<file path="config.mk">
export PLATFORM = sky130hd
export DESIGN_NAME = pipe_hazard_ctrl
export DESIGN_NICKNAME = d
export VERILOG_FILES = /design/src/rtl/pipe_ctrl_pkg.sv /design/src/rtl/pipe_fwd_sel.sv /design/src/rtl/pipe_hazard_ctrl.sv
export SDC_FILE = /design/constraint.sdc
export NUM_CORES = 1
export LEC_CHECK = 0
export CAP_MARGIN = 20
export CORE_ASPECT_RATIO = 2
export CORE_MARGIN = 5
export CORE_UTILIZATION = 32
export CTS_CLUSTER_DIAMETER = 200
export DETAILED_ROUTE_END_ITERATION = 8
export PLACE_DENSITY = 0.77
export SLEW_MARGIN = 0
export SYNTH_ARGS = -nofsm -noshare
export SYNTH_HDL_FRONTEND = slang
export SYNTH_SLANG_ARGS = --single-unit
</file>
<file path="constraint.sdc">
create_clock -name CLK -period 1.5 [get_ports CLK]
set_input_delay 0.225 -clock CLK [delete_from_list [all_inputs] [get_ports CLK]]
set_output_delay 0.225 -clock CLK [all_outputs]
set_load 0.05 [all_outputs]
</file>
<file path="src/rtl/pipe_ctrl_pkg.sv">
// Shared definitions for the pipeline hazard/forwarding control slice.
package pipe_ctrl_pkg;

   localparam int unsigned REG_W = 5;
   localparam int unsigned FWD_W = 2;
   localparam int unsigned CNT_W = 32;

   // Operand source select driven to the datapath muxes
   localparam logic [FWD_W-1:0] FWD_NONE = 2'b00;
   localparam logic [FWD_W-1:0] FWD_MEM  = 2'b01;
   localparam logic [FWD_W-1:0] FWD_WB   = 2'b10;

   // Stall sequencer states; STALLn means n stall cycles owed counting the current one
   typedef enum logic [1:0] {
      RUN    = 2'd0,
      STALL1 = 2'd1,
      STALL2 = 2'd2
   } haz_state_e;

   // True when a writer register matches a source, never for $zero
   function automatic logic reg_hit(input logic [REG_W-1:0] wr, input logic [REG_W-1:0] src);
      return (wr != '0) && (wr == src);
   endfunction

endpackage

</file>
<file path="src/rtl/pipe_fwd_sel.sv">
// Forwarding select for one operand: MEM result beats WB result, loads in MEM never forward.
module pipe_fwd_sel
   import pipe_ctrl_pkg::*;
(
   input  logic [REG_W-1:0] src_i,
   input  logic [REG_W-1:0] mem_wr_i,
   input  logic             mem_reg_write_i,
   input  logic             mem_mem_read_i,
   input  logic [REG_W-1:0] wb_wr_i,
   input  logic             wb_reg_write_i,
   output logic [FWD_W-1:0] fwd_sel_c_o
);

   // Priority compare, MEM stage first
   always_comb begin
      fwd_sel_c_o = FWD_NONE;
      if (mem_reg_write_i && !mem_mem_read_i && reg_hit(mem_wr_i, src_i)) begin
         fwd_sel_c_o = FWD_MEM;
      end else if (wb_reg_write_i && reg_hit(wb_wr_i, src_i)) begin
         fwd_sel_c_o = FWD_WB;
      end
   end

endmodule

</file>
<file path="src/rtl/pipe_hazard_ctrl.sv">
// Pipeline hazard controller: operand forwarding, load-use / branch stalls, IF/ID flush.
// State updates on the falling CLK edge together with the pipeline registers.
// Optional PIPE_HAZ_PERF_CNT_EN adds saturating stall_cycles / flush_count counters.
module pipe_hazard_ctrl
   import pipe_ctrl_pkg::*;
(
   input  logic             CLK,
   input  logic             RST_N,
   input  logic [REG_W-1:0] ID_rs,
   input  logic [REG_W-1:0] ID_rt,
   input  logic             ID_useRs,
   input  logic             ID_useRt,
   input  logic             ID_isBranch,
   input  logic             ID_isJump,
   input  logic             branch_taken,
   input  logic [REG_W-1:0] EX_rs,
   input  logic [REG_W-1:0] EX_rt,
   input  logic [REG_W-1:0] EX_wr,
   input  logic [REG_W-1:0] MEM_wr,
   input  logic [REG_W-1:0] WB_wr,
   input  logic             EX_RegWrite,
   input  logic             EX_MemRead,
   input  logic             MEM_RegWrite,
   input  logic             MEM_MemRead,
   input  logic             WB_RegWrite,
   output logic [FWD_W-1:0] forward_ID_A,
   output logic [FWD_W-1:0] forward_ID_B,
   output logic [FWD_W-1:0] forward_EX_A,
   output logic [FWD_W-1:0] forward_EX_B,
   output logic             PC_Write,
   output logic             IF_ID_Write,
   output logic             IF_ID_Flush,
   output logic             ID_EXE_Flush,
   output logic             stall_busy
`ifdef PIPE_HAZ_PERF_CNT_EN
   ,
   output logic [CNT_W-1:0] stall_cycles,
   output logic [CNT_W-1:0] flush_count
`endif
);

   logic [FWD_W-1:0] fwd_id_a_c, fwd_id_b_c, fwd_ex_a_c, fwd_ex_b_c;
   logic             ex_hit_c, mem_hit_c, haz1_c, haz2_c;
   logic             stall_c, redirect_c;
   haz_state_e       state_q, state_d, cur_c;

   pipe_fwd_sel u_fwd_id_a (
      .src_i(ID_rs), .mem_wr_i(MEM_wr), .mem_reg_write_i(MEM_RegWrite),
      .mem_mem_read_i(MEM_MemRead), .wb_wr_i(WB_wr), .wb_reg_write_i(WB_RegWrite),
      .fwd_sel_c_o(fwd_id_a_c));
   pipe_fwd_sel u_fwd_id_b (
      .src_i(ID_rt), .mem_wr_i(MEM_wr), .mem_reg_write_i(MEM_RegWrite),
      .mem_mem_read_i(MEM_MemRead), .wb_wr_i(WB_wr), .wb_reg_write_i(WB_RegWrite),
      .fwd_sel_c_o(fwd_id_b_c));
   pipe_fwd_sel u_fwd_ex_a (
      .src_i(EX_rs), .mem_wr_i(MEM_wr), .mem_reg_write_i(MEM_RegWrite),
      .mem_mem_read_i(MEM_MemRead), .wb_wr_i(WB_wr), .wb_reg_write_i(WB_RegWrite),
      .fwd_sel_c_o(fwd_ex_a_c));
   pipe_fwd_sel u_fwd_ex_b (
      .src_i(EX_rt), .mem_wr_i(MEM_wr), .mem_reg_write_i(MEM_RegWrite),
      .mem_mem_read_i(MEM_MemRead), .wb_wr_i(WB_wr), .wb_reg_write_i(WB_RegWrite),
      .fwd_sel_c_o(fwd_ex_b_c));

   // Hazard detection against the sources the ID instruction actually reads
   always_comb begin
      ex_hit_c  = (ID_useRs && reg_hit(EX_wr, ID_rs))  || (ID_useRt && reg_hit(EX_wr, ID_rt));
      mem_hit_c = (ID_useRs && reg_hit(MEM_wr, ID_rs)) || (ID_useRt && reg_hit(MEM_wr, ID_rt));
      haz2_c    = ID_isBranch && EX_MemRead && ex_hit_c;
      haz1_c    = (EX_MemRead && ex_hit_c)
               || (ID_isBranch && EX_RegWrite && !EX_MemRead && ex_hit_c)
               || (ID_isBranch && MEM_MemRead && mem_hit_c);
   end

   // Stall sequencer state register
   always_ff @(negedge CLK or negedge RST_N) begin
      if (!RST_N) begin
         state_q <= RUN;
      end else begin
         state_q <= state_d;
      end
   end

   // Current state enters STALLn in the detection cycle itself, so that cycle is the first stall
   always_comb begin
      cur_c   = state_q;
      state_d = RUN;
      if (state_q == RUN) begin
         if (haz2_c) begin
            cur_c = STALL2;
         end else if (haz1_c) begin
            cur_c = STALL1;
         end
      end
      case (cur_c)
         STALL2:  state_d = STALL1;
         default: state_d = RUN;
      endcase
   end

   // Pipeline control outputs; stall wins over redirect, reset forces a safe flush
   always_comb begin
      stall_c      = (cur_c != RUN);
      redirect_c   = ID_isJump || (ID_isBranch && branch_taken);
      PC_Write     = 1'b0;
      IF_ID_Write  = 1'b0;
      IF_ID_Flush  = 1'b1;
      ID_EXE_Flush = 1'b1;
      stall_busy   = 1'b0;
      forward_ID_A = FWD_NONE;
      forward_ID_B = FWD_NONE;
      forward_EX_A = FWD_NONE;
      forward_EX_B = FWD_NONE;
      if (RST_N) begin
         PC_Write     = !stall_c;
         IF_ID_Write  = !stall_c;
         IF_ID_Flush  = !stall_c && redirect_c;
         ID_EXE_Flush = stall_c;
         stall_busy   = stall_c;
         forward_ID_A = fwd_id_a_c;
         forward_ID_B = fwd_id_b_c;
         forward_EX_A = fwd_ex_a_c;
         forward_EX_B = fwd_ex_b_c;
      end
   end

`ifdef PIPE_HAZ_PERF_CNT_EN
   logic [CNT_W-1:0] stall_cycles_q, flush_count_q;

   // Saturating event counters
   always_ff @(negedge CLK or negedge RST_N) begin
      if (!RST_N) begin
         stall_cycles_q <= '0;
         flush_count_q  <= '0;
      end else begin
         if (stall_busy && (stall_cycles_q != '1)) begin
            stall_cycles_q <= stall_cycles_q + CNT_W'(1);
         end
         if (IF_ID_Flush && (flush_count_q != '1)) begin
            flush_count_q <= flush_count_q + CNT_W'(1);
         end
      end
   end

   assign stall_cycles = stall_cycles_q;
   assign flush_count  = flush_count_q;
`endif

endmodule
</file>
==> results.yml <==
setup_path:
  reg2reg_depth: 2
  cp_cell_sequence: "a31oi_4, and3_4, buf_12"
  r2r_start: "state_q[0]$_DFF_NN0_"
  rr_endpoint: "state_q[0]$_DFF_NN0_"
  end_kind: "output pin"
  crit_start: "state_q[0]$_DFF_NN0_"
  critPathArrivalTime_ns: 1.71
  path_class: "reg2out"
  worst_path_largest_cell_delay_ns: 0.35
  crit_fanout: 4
  cp-start-kind: "flop"
  worstPathRequired_ns: 1.27
  r2r_setup_slack_ns: 0.75
  cp_slowest_cell: "dfrtn_1"
global_route:
  overflow: 0
  antenna_found_initial: 0
  grt_max_degree: 9
  grt_util_all_layers: 0.251
  grt_pass1_vias: 1443
  grt_pass1_wl_mm: 7.24
yosys:
  ys_warn_count: 0
  syn_inst: 114
  syn-num-nets: 161
  syn_area_per_cell_um2: 7.55
  netlist_area_um2: 861
  ys_types: 28
  ys_ff_latch: 1
  synth_seq_area_share: 0.0291
die:
  core_area_um2: 2570
  io-pin-count: 60
  die_y_um: 83.4
  die_area_um2: 3890
  start_util: 0.335
  rows: 26
  fp.dieW_um: 46.7
routing:
  finalWirelength_mm: 4.78
  drt_pre_antenna_iters: 4
  ant_nets: 0
  drc_errors: 0
  viasPerCell: 5.39
  vias: 1239
  drt_iter0_markers: 22
  wl_per_cell_um: 20.8
clocking:
  clk_latency_ns: 0
  cts_hold_buf: 0
  cts.clk_slew.worst_paths_ns: 0
cells_and_area:
  regMostFlops: "state_q"
  fillers: 134
  design_area_um2: 2210
  regArea_um2: 25.0
  top_regs: "state_q (1)"
  area_delta_synth_final_pct: 157
  layout_commonest_cell: "buf_4"
  largest_reg_flops: 1
  antennaDiodeCount: 0
  mostFrequentLayoutCells: "buf_4 (27), buf_6 (26), xor2_1 (17)"
  multi_input_area_um2: 1160
  finish.net_count: 251
  drive_gt1_frac: 0.708
sta:
  fin_skew_ns: 0
  slew_violations: 0
  setup_violations: 14
  max_slew_margin: 0.809
  tightest_slew_ns: 0.284
  rsz0062_at_grt: "yes"
  tns_ns: -3.60
  hold_viol: 0
  layout_setup_ws_ns: -0.434
power_and_ir_drop:
  p_leak_nw: 0.949
  pwr_density_cell_nw_per_um2: 297
  ir_drop_mv: 0.186
worst_hold_path:
  holdPathStages: 2
  hp-class: "reg2reg"
  hold_path.startpoint: "state_q[0]$_DFF_NN0_"
  min_delay_worst_endpoint: "state_q[0]$_DFF_NN0_"
status:
  violations: "setup timing"
  status: "complete, but fails checks"
place:
  dpl-instance-area_um2: 1920
  hpwl_mm: 3.49
  globalplace.congestion: 0.887
  portBuffers: 59
flow_run:
  drv_cap: 0
per-stage QoR:
| step | cells | utilization | setup slack (ns) | total power [mW] | hold slack (ns) |
|---|---|---|---|---|---|
| global route | 230 | 0.860 | -0.480 | 0.686 | 0.598 |
| floorplan | 114 | - | -0.501 | 0.284 | 0.466 |
| CTS | 229 | 0.834 | -0.428 | 0.614 | 0.623 |
| finish | 230 | 0.860 | -0.434 | 0.656 | 0.583 |
| detailed placement | 224 | 0.749 | -0.720 | 0.563 | 0.507 |
| global placement | 224 | 0.749 | -0.667 | 0.547 | 0.478 |
synth_stat cells:
cell | instances | area, um^2
o211ai_2 | 1 | 12.5
nand4_1 | 3 | 18.8
a21o_1 | 2 | 15.0
a31o_2 | 1 | 8.76
and2_1 | 2 | 12.5
nor3_1 | 5 | 25.0
a31oi_1 | 1 | 6.26
xor2_1 | 26 | 228
or4_4 | 1 | 11.3
buf_2 | 5 | 25.0
and4_1 | 1 | 8.76
nand2_1 | 7 | 26.3
dfrtn_1 | 1 | 25.0
nor4_1 | 4 | 25.0
buf_6 | 2 | 22.5
nor2b_1 | 1 | 6.26
and3_1 | 4 | 25.0
clkbuf_2 | 1 | 5.00
inv_1 | 2 | 7.51
a21oi_1 | 3 | 15.0
nand3_1 | 6 | 30.0
xnor2_1 | 24 | 210
buf_4 | 3 | 22.5
a2bb2oi_2 | 1 | 15.0
or4_1 | 2 | 15.0
o22ai_1 | 1 | 6.26
nor4_2 | 2 | 25.0
nor2_1 | 2 | 7.51
cell type report:
cell class | instances | share of cell area
Multi-Input combinational cell | 100 | 0.527
Inverter | 2 | 0.00340
Tap cell | 28 | 0.0159
Sequential cell | 1 | 0.0113
Timing Repair Buffer | 99 | 0.443
worst max-delay path by stage:
| stage | depth (start not counted) | slack, ns | to |
|---|---|---|---|
| floorplan | 3 | -0.50 | PC_Write |
| global placement | 6 | -0.67 | forward_EX_A[1] |
| detailed placement | 6 | -0.72 | state_q[0]$_DFF_NN0_ |
| CTS | 3 | -0.43 | PC_Write |
| global route | 3 | -0.48 | PC_Write |
| finish | 3 | -0.43 | PC_Write |
routing by layer:
layer	global-route usage	up-vias	wire (um)
li1	-	561	-
met1	0.245	585	1430
met2	0.474	65	2710
met3	0.0195	28	249
met4	0.126	0	391
met5	0	-	0
cell families (layout without fill, tap and decap cells):
logic type,Yosys count,after routing,share of synthesized area
AOI/OAI and AO/OA,10,10,0.0916
xor gates and xnor gates,50,50,0.509
buffers and inverters,13,101,0.0959
DFF,1,1,0.0291
and+or+nand+nor,40,40,0.275
what timing repair did:
action,CTS,global route
setup endpoints to repair,14,14
buffers inserted,5,2
gates resized for setup,187,42
pin swaps,39,19
power breakdown:
group | leakage, nW | internal, mW | switching (mW)
registers | 0.0139 | 0.0279 | 0.000279
clock network | 0 | 0 | 0
logic | 0.935 | 0.330 | 0.298
total | 0.949 | 0.358 | 0.298
worst max-delay path, delay by kind of cell (launching register included):
| kind | cells | cell delay, ns |
|---|---|---|
| AND/OR/NAND/NOR | 1 | 0.25 |
| buffers and inverters | 1 | 0.14 |
| AO/OA/AOI/OAI | 1 | 0.21 |
| flip-flops | 1 | 0.35 |
(Power assumes the default switching activity.)
